===== config.mk =====
export PLATFORM = sky130hd
export DESIGN_NAME = homography_arbiter
export DESIGN_NICKNAME = d
export VERILOG_FILES = /design/src/rtl/homography_pkg.sv /design/src/rtl/homography_arbiter_tag_fifo.sv /design/src/rtl/homography_arbiter.sv
export SDC_FILE = /design/constraint.sdc
export NUM_CORES = 1
export LEC_CHECK = 0
export BUFFER_PORTS_ARGS = -buffer_cell sky130_fd_sc_hd__buf_4
export CAP_MARGIN = 20
export CORE_ASPECT_RATIO = 2
export CORE_MARGIN = 1.5
export CORE_UTILIZATION = 52
export DETAILED_ROUTE_END_ITERATION = 12
export GPL_ROUTABILITY_DRIVEN = 0
export GPL_TIMING_DRIVEN = 0
export PLACE_DENSITY = 0.84
export SYNTH_ARGS = -nofsm -noshare
export SYNTH_HDL_FRONTEND = slang
export SYNTH_HIERARCHICAL = 1
export SYNTH_SLANG_ARGS = --single-unit

===== constraint.sdc =====
create_clock -name clk_25 -period 5.4 [get_ports clk_25]
set_clock_uncertainty 0.05 [all_clocks]
set_input_delay 1.62 -clock clk_25 [delete_from_list [all_inputs] [get_ports clk_25]]
set_output_delay 1.62 -clock clk_25 [all_outputs]
set_load 0.005 [all_outputs]

===== src/rtl/homography_pkg.sv =====
// Shared widths and FSM encoding for the homography arbiter.
// Imported by the arbiter top and its tag FIFO.
package homography_pkg;
  localparam int COORD_W = 10;
  localparam int R_W = 5;
  localparam int G_W = 6;
  localparam int B_W = 5;
  localparam int ID_W = 1;

  localparam logic [1:0] S_RUN = 2'd0;
  localparam logic [1:0] S_DRAIN = 2'd1;
  localparam logic [1:0] S_HALT = 2'd2;
endpackage


===== src/rtl/homography_arbiter_tag_fifo.sv =====
// Owner-tag FIFO: head readable combinationally,
// push and pop may coincide at any fill level.
import homography_pkg::*;

module tag_fifo #(
  parameter int DEPTH = 8,
  parameter int W = ID_W
) (
  input  logic         clk,
  input  logic         rst,
  input  logic         push,
  input  logic [W-1:0] push_data,
  input  logic         pop,
  output logic [W-1:0] head
);
  localparam int AW = $clog2(DEPTH);

  logic [W-1:0]  mem [DEPTH];
  logic [AW-1:0] wr_ptr;
  logic [AW-1:0] rd_ptr;

  assign head = mem[rd_ptr];

  // Storage write; full+pop reads the old head before overwrite.
  always_ff @(posedge clk) begin
    if (push) mem[wr_ptr] <= push_data;
  end

  // Pointer advance, both wrap at the power-of-2 depth.
  always_ff @(posedge clk) begin
    if (rst) begin
      wr_ptr <= '0;
      rd_ptr <= '0;
    end else begin
      if (push) wr_ptr <= wr_ptr + AW'(1);
      if (pop) rd_ptr <= rd_ptr + AW'(1);
    end
  end
endmodule


===== src/rtl/homography_arbiter.sv =====
// Round-robin sharing of one homography engine between two
// requesters, with in-order result routing and drain/halt.
import homography_pkg::*;

module homography_arbiter #(
  parameter int DEPTH = 8,
  parameter int CW = 4
) (
  input  logic               clk_25,
  input  logic               rst,
  input  logic               en,
  input  logic               req0_start,
  input  logic [COORD_W-1:0] req0_x,
  input  logic [COORD_W-1:0] req0_y,
  output logic               req0_gnt,
  input  logic               req1_start,
  input  logic [COORD_W-1:0] req1_x,
  input  logic [COORD_W-1:0] req1_y,
  output logic               req1_gnt,
  output logic               ret0_valid,
  output logic [COORD_W-1:0] ret0_x,
  output logic [COORD_W-1:0] ret0_y,
  output logic [R_W-1:0]     ret0_r,
  output logic [G_W-1:0]     ret0_g,
  output logic [B_W-1:0]     ret0_b,
  output logic               ret1_valid,
  output logic [COORD_W-1:0] ret1_x,
  output logic [COORD_W-1:0] ret1_y,
  output logic [R_W-1:0]     ret1_r,
  output logic [G_W-1:0]     ret1_g,
  output logic [B_W-1:0]     ret1_b,
  output logic               eng_start,
  output logic [COORD_W-1:0] eng_query_x,
  output logic [COORD_W-1:0] eng_query_y,
  input  logic               eng_ready,
  input  logic [COORD_W-1:0] eng_return_x,
  input  logic [COORD_W-1:0] eng_return_y,
  input  logic [R_W-1:0]     eng_r,
  input  logic [G_W-1:0]     eng_g,
  input  logic [B_W-1:0]     eng_b,
  output logic [CW-1:0]      outstanding,
  output logic               drained,
  output logic               err_underflow
);
  localparam logic [CW-1:0] FULL = CW'(DEPTH);

  logic [1:0]      state;
  logic [1:0]      state_next;
  logic            rr_last;
  logic            can_grant;
  logic            accept;
  logic            pop;
  logic [ID_W-1:0] head;
  logic [CW-1:0]   out_next;

  assign can_grant = !rst && state == S_RUN && outstanding < FULL;
  assign req0_gnt = can_grant && req0_start &&
                    (!req1_start || rr_last);
  assign req1_gnt = can_grant && req1_start &&
                    (!req0_start || !rr_last);
  assign accept = req0_gnt || req1_gnt;
  assign pop = eng_ready && outstanding != '0;
  assign drained = state == S_HALT;

  tag_fifo #(.DEPTH(DEPTH), .W(ID_W)) u_tags (
    .clk      (clk_25),
    .rst      (rst),
    .push     (accept),
    .push_data(req1_gnt),
    .pop      (pop),
    .head     (head)
  );

  // In-flight count after this cycle's accept and pop.
  always_comb begin
    out_next = outstanding;
    if (accept && !pop) out_next = outstanding + CW'(1);
    else if (!accept && pop) out_next = outstanding - CW'(1);
  end

  // Run/drain/halt sequencing.
  always_comb begin
    state_next = state;
    case (state)
      S_RUN:   if (!en) state_next = S_DRAIN;
      S_DRAIN: begin
        if (en) state_next = S_RUN;
        else if (out_next == '0) state_next = S_HALT;
      end
      S_HALT:  if (en) state_next = S_RUN;
      default: state_next = S_RUN;
    endcase
  end

  // Control state: FSM, round-robin pointer, counter, error flag.
  always_ff @(posedge clk_25) begin
    if (rst) begin
      state <= S_RUN;
      rr_last <= 1'b1;
      outstanding <= '0;
      err_underflow <= 1'b0;
    end else begin
      state <= state_next;
      outstanding <= out_next;
      if (accept) rr_last <= req1_gnt;
      if (eng_ready && outstanding == '0) err_underflow <= 1'b1;
    end
  end

  // Issue the accepted query one cycle after the grant.
  always_ff @(posedge clk_25) begin
    if (rst) begin
      eng_start <= 1'b0;
      eng_query_x <= '0;
      eng_query_y <= '0;
    end else begin
      eng_start <= accept;
      if (accept) begin
        eng_query_x <= req1_gnt ? req1_x : req0_x;
        eng_query_y <= req1_gnt ? req1_y : req0_y;
      end
    end
  end

  // Route each popped result to the requester that owns it.
  always_ff @(posedge clk_25) begin
    if (rst) begin
      ret0_valid <= 1'b0;
      ret0_x <= '0;
      ret0_y <= '0;
      ret0_r <= '0;
      ret0_g <= '0;
      ret0_b <= '0;
      ret1_valid <= 1'b0;
      ret1_x <= '0;
      ret1_y <= '0;
      ret1_r <= '0;
      ret1_g <= '0;
      ret1_b <= '0;
    end else begin
      ret0_valid <= pop && !head;
      ret1_valid <= pop && head;
      if (pop && !head) begin
        ret0_x <= eng_return_x;
        ret0_y <= eng_return_y;
        ret0_r <= eng_r;
        ret0_g <= eng_g;
        ret0_b <= eng_b;
      end
      if (pop && head) begin
        ret1_x <= eng_return_x;
        ret1_y <= eng_return_y;
        ret1_r <= eng_r;
        ret1_g <= eng_g;
        ret1_b <= eng_b;
      end
    end
  end
endmodule


# Word level (Yosys, flattened, before mapping)
# Memory sizes are Yosys's and may differ from the RTL's. A register that Yosys moved wholly into a read port is not among the register bits.
# Cells that the tools add are included.
[word_totals]
reg_bits = 109
ramBits = 8
in_bits = 82
out_inout_bits = 103
wordCells = 72
memories = 1
[mem_list]
columns = ["memory", "words", "word_bits", "rd", "rd_ports_with_merged_regs", "wr", "line", "source"]
rows = [
  ["u_tags.mem", 8, 1, 1, 1, 1, "homography_arbiter_tag_fifo.sv:18", "logic [W-1:0] mem [DEPTH];"],
]
[op_classes]
addsub = 4
n_lt_le_gt_ge = 1
eq_ne = 5
n_mux = 13
reduce_logical = 27
[op_table]
columns = ["cell", "n"]
rows = [
  ["$mux 10", 2],
  ["$logic_and 1x1->1", 12],
  ["$logic_not 4->1", 2],
  ["$mux 2", 4],
  ["$mux 4", 2],
  ["$logic_not 1->1", 7],
  ["$add 3x1->3 const B", 2],
  ["$mux 3", 2],
  ["$pmux 2 s3", 1],
  ["$add 4x1->4 const B", 1],
  ["$lt 4x4->1 const B", 1],
  ["$ne 2x2->1 const B", 2],
  ["$reduce_bool 4->1", 1],
  ["$sub 4x1->4 const B", 1],
  ["$logic_or 1x1->1", 3],
  ["$ne 3x3->1 const B", 1],
  ["$reduce_and 3->1", 1],
  ["$eq 2x1->1 const B", 1],
  ["$eq 2x2->1 const B", 1],
  ["$logic_not 2->1", 1],
  ["$mux 1", 2],
]

# Longest topological paths before layout
[depth]
depth_word = 14
ltp_mapped = 9

# By module
# The synthesis kept the hierarchy.
[modules_own_cells]
columns = ["module", "instances", "cells_per_inst", "area_per_inst_um2"]
rows = [
  ["homography_arbiter", 1, 491, 3880.0],
  ["tag_fifo", 1, 50, 669.4],
]

# Least setup slack after synthesis
# No wires, ideal clock.
[synth_path]
path_kind = "input to output"
start = "input rst"
end = "output req1_gnt"
arrival_ns = 2.379
required_time_ns = 3.730
setup_slack_ns = 1.351
cell_stages = 4
cell_sequence = "nor4_4 nand3_1 inv_2 buf_2"
[synth_between]
elab_chain_cells = 5
[synth_rtl]
columns = ["item", "line", "source"]
rows = [
  ["start, declared", "homography_arbiter.sv:10", "input logic rst,"],
  ["$logic_not 1->1", "homography_arbiter.sv:56", "assign can_grant = !rst && state == S_RUN && outstanding < FULL;"],
  ["$logic_and 1x1->1 (2 in series)", "homography_arbiter.sv:56", ""],
  ["$logic_and 1x1->1 (2 in series)", "homography_arbiter.sv:59", "assign req1_gnt = can_grant && req1_start &&"],
  ["end, declared", "homography_arbiter.sv:19", "output logic req1_gnt,"],
]
# No other way between the ends.

# Worst setup path in the final report
# Ends and elaborated chain as after synthesis.

==> flow_metrics.py <==
metrics = {
    "outcome": {
        "status": "finished, final reports clean",
    },
    "global_route": {
        "grt_use_total": 0.286,
        "grt_max_degree": 19,
        "grt_pass1_wl_um": 21300,
        "first_global_vias": 4620,
        "antenna_found_initial": 0,
        "overflow": 0,
    },
    "critical_path": {
        "crit_top_cell": "buf_4",
        "crit_chain": "buf_4 > nor4_4 > nand3_1 > inv_2 > buf_2 > buf_4",
        "crit_start": "rst",
        "critPathKind": "in2out",
        "path_delay_family": "buffers and inverters",
        "worstPathRequired_ns": 3.73,
        "r2r-end": "ret0_x[4]$_SDFFE_PP0P_",
        "start_kind": "input pin",
        "timing.reg2reg.setup_slack_ns": 2.76,
        "path_max_fanout": 18,
        "cp_num_cells": 6,
        "slowest_delay_ns": 0.34,
        "arrival_ns": 2.89,
        "crit_path_end": "req1_gnt",
        "worst_setup_path_end_kind": "primary output",
        "crit_buf_inv": 4,
        "slowest_stage": "nor4_4",
        "r2r_cells": 6,
    },
    "floorplan": {
        "die_area_sq_um": 9350,
        "die_w_um": 69.1,
        "ios": 185,
        "die_h_um": 135,
        "coreArea_sq_um": 8590,
        "num_rows": 48,
        "initial_core_util": 0.530,
    },
    "layout": {
        "final_common_cell": "nand2_1",
        "multi_input_area_sq_um": 1920,
        "final_cell_mix": "nand2_1, buf_4, dfxtp_1",
        "syn_to_final_growth_pct": 45.3,
        "fillerInstances": 587,
        "fin_util": 0.770,
        "final_net_count": 830,
        "drive_above_1_share": 0.298,
        "ff_latch_area_sq_um": 2480,
        "diodes": 0,
    },
    "clocking": {
        "cts_root_buf": "clkbuf_16",
        "cts_tree": "yes",
        "clk_path_buf_depth": 2,
        "cts_hold_buf": 0,
        "clkTransAtPathRegs_ns": 0.05,
        "clk_latency_ns": 0.41,
        "ctsHtreeMaxLevel": 4,
        "cts_sinks": 120,
        "cts_buffers": 17,
        "ctsResizeCount": 0,
        "cts_setup_buffers": 0,
    },
    "routing": {
        "dr.first_iter.drc_count": 212,
        "drc": 0,
        "ant_nets": 0,
        "routed_wl_um": 13100,
        "drt_pass1_iterations": 4,
        "post_drt_wl_per_cell_um": 15.3,
        "via_per_inst": 5.37,
        "vias": 4600,
    },
    "placed_design": {
        "portBuffers": 184,
        "hpwl_um": 9820,
    },
    "timing": {
        "hold_violations": 0,
        "drv_slew": 0,
        "setup_tns_ns": 0,
        "period_minus_slack_ns": 4.56,
        "worst_pin_slew_ns": 0.714,
        "whs_ns": 0.405,
        "fmax_mhz": 219,
        "finalSetupViolCount": 0,
        "max-slew-margin-rel": 0.522,
        "rsz0062_at_grt": "no",
        "min_period_over_period": 0.845,
    },
    "min_path": {
        "min_path_type": "reg2reg",
        "worstHoldStart": "ret0_y[9]$_SDFFE_PP0P_",
    },
    "logic_synthesis": {
        "netlist_instances": 541,
        "synthArstFlopShare": 0,
        "synthFlopType": "dfxtp_1",
        "avgSynthCellArea_sq_um": 8.41,
        "syn-cell-area_sq_um": 4550,
        "synth-seq-cells": 120,
        "synth_cell_types": 41,
        "synth-edff-count": 8,
        "yosysSeqAreaShare": 0.546,
        "ys.warnings.count": 6,
        "syn-num-nets": 627,
    },
    "power_and_ir_drop": {
        "pwr-share-clk": 0.356,
        "switching_share": 0.300,
        "switchingPower_mw": 0.881,
        "internal_power_mw": 2.06,
        "p_leak_nw": 2.81,
        "combinationalPowerShare": 0.255,
        "pwr-share-seq": 0.389,
        "powerDensity_nw_per_um2": 445,
        "max-vdd-ir-drop_uv": 320,
    },
    "job": {
        "maxCapViolations": 0,
    },
}
cell type report:
type	instances	area share
Buffer	32	0.0189
Clock buffer	25	0.0784
Clock inverter	6	0.00549
Inverter	7	0.00398
Multi-Input combinational cell	382	0.290
Sequential cell	120	0.376
Tap cell	100	0.0189
Timing Repair Buffer	184	0.209
stage by stage:
step	setup slack (ns)	power [mW]	instances	area (sq um)
final	0.839	2.94	856	6610
after global routing	0.729	3.08	856	6610
after CTS	0.824	2.94	856	6610
after detailed placement	0.829	1.90	825	6060
after global placement	0.859	1.87	825	6060
after floorplan	1.35	1.52	541	4550
registers in the layout, summed over array words and instances, names as in the netlist, 6 cells and up, named ones only:
name	count
ret0_g	6
eng_query_x	10
ret1_x	10
ret0_y	10
ret1_g	6
ret1_y	10
ret0_x	10
eng_query_y	10
u_tags/mem	8
worst register-to-register path: cells and delay by family, from the launching register on:
family | cells | cell delay, ns
compound gates | 1 | 0.14
simple gates | 2 | 0.70
mux | 2 | 0.87
buf+inv | 1 | 0.45
flops | 1 | 0.36
cells by family after synthesis:
family                     after synthesis  share of synthesized area
and+or+nand+nor                        257                      0.229
DFF                                    120                      0.546
AOI/OAI and AO/OA                      111                      0.153
buffers and inverters                   39                     0.0333
muxes                                    6                     0.0206
xor gates and xnor gates                 4                    0.00770
adders and majority gates                4                     0.0110
cell usage after synthesis, drive strengths merged, types with 2 or more instances:
cell / n / area (sq um)
xnor2: 4 / 35.0
inv: 7 / 26.3
nand2: 191 / 717
mux2i: 3 / 30.0
dfxtp: 112 / 2240
o21a: 2 / 22.5
a311oi: 21 / 184
nor2: 41 / 154
nor4: 2 / 27.5
edfxtp: 8 / 240
mux4: 2 / 52.6
nor2b: 2 / 12.5
nand3: 3 / 15.0
nand3b: 2 / 15.0
a21bo: 2 / 20.0
buf: 6 / 27.5
clkbuf: 26 / 97.6
a211oi: 2 / 15.0
o31ai: 2 / 20.0
nand2b: 6 / 37.5
ha: 4 / 50.1
a21oi: 75 / 375
nor3: 5 / 25.0
power groups by stage:
stage / combinational (mW) / sequential, mW / clock [mW]
finish: 0.750 / 1.14 / 1.05
detailed placement: 0.741 / 1.16 / 0
floorplan: 0.370 / 1.15 / 0
global route: 0.827 / 1.16 / 1.09
CTS: 0.751 / 1.14 / 1.05
global placement: 0.715 / 1.15 / 0
metal layers:
layer  global-route usage  up-vias  wire length, um
met5                    0        -                0
li1                     -     2225                -
met1                0.286     2142             4640
met4                0.114        0              297
met2                0.552      204             7320
met3               0.0707       29              836
worst min-delay path by stage:
| stage | cells after the start | to |
|---|---|---|
| 3_3_place_gp | 2 | ret0_g[3]$_SDFFE_PP0P_ |
| 5_1_grt | 2 | ret1_x[2]$_SDFFE_PP0P_ |
| 3_5_place_dp | 2 | ret0_r[0]$_SDFFE_PP0P_ |
| 4_1_cts | 2 | ret0_y[9]$_SDFFE_PP0P_ |
| 6_report | 2 | ret0_y[9]$_SDFFE_PP0P_ |
| 2_1_floorplan | 1 | rr_last$_SDFFE_PP1P_ |
Note: power is estimated with default switching activity, not from simulation.
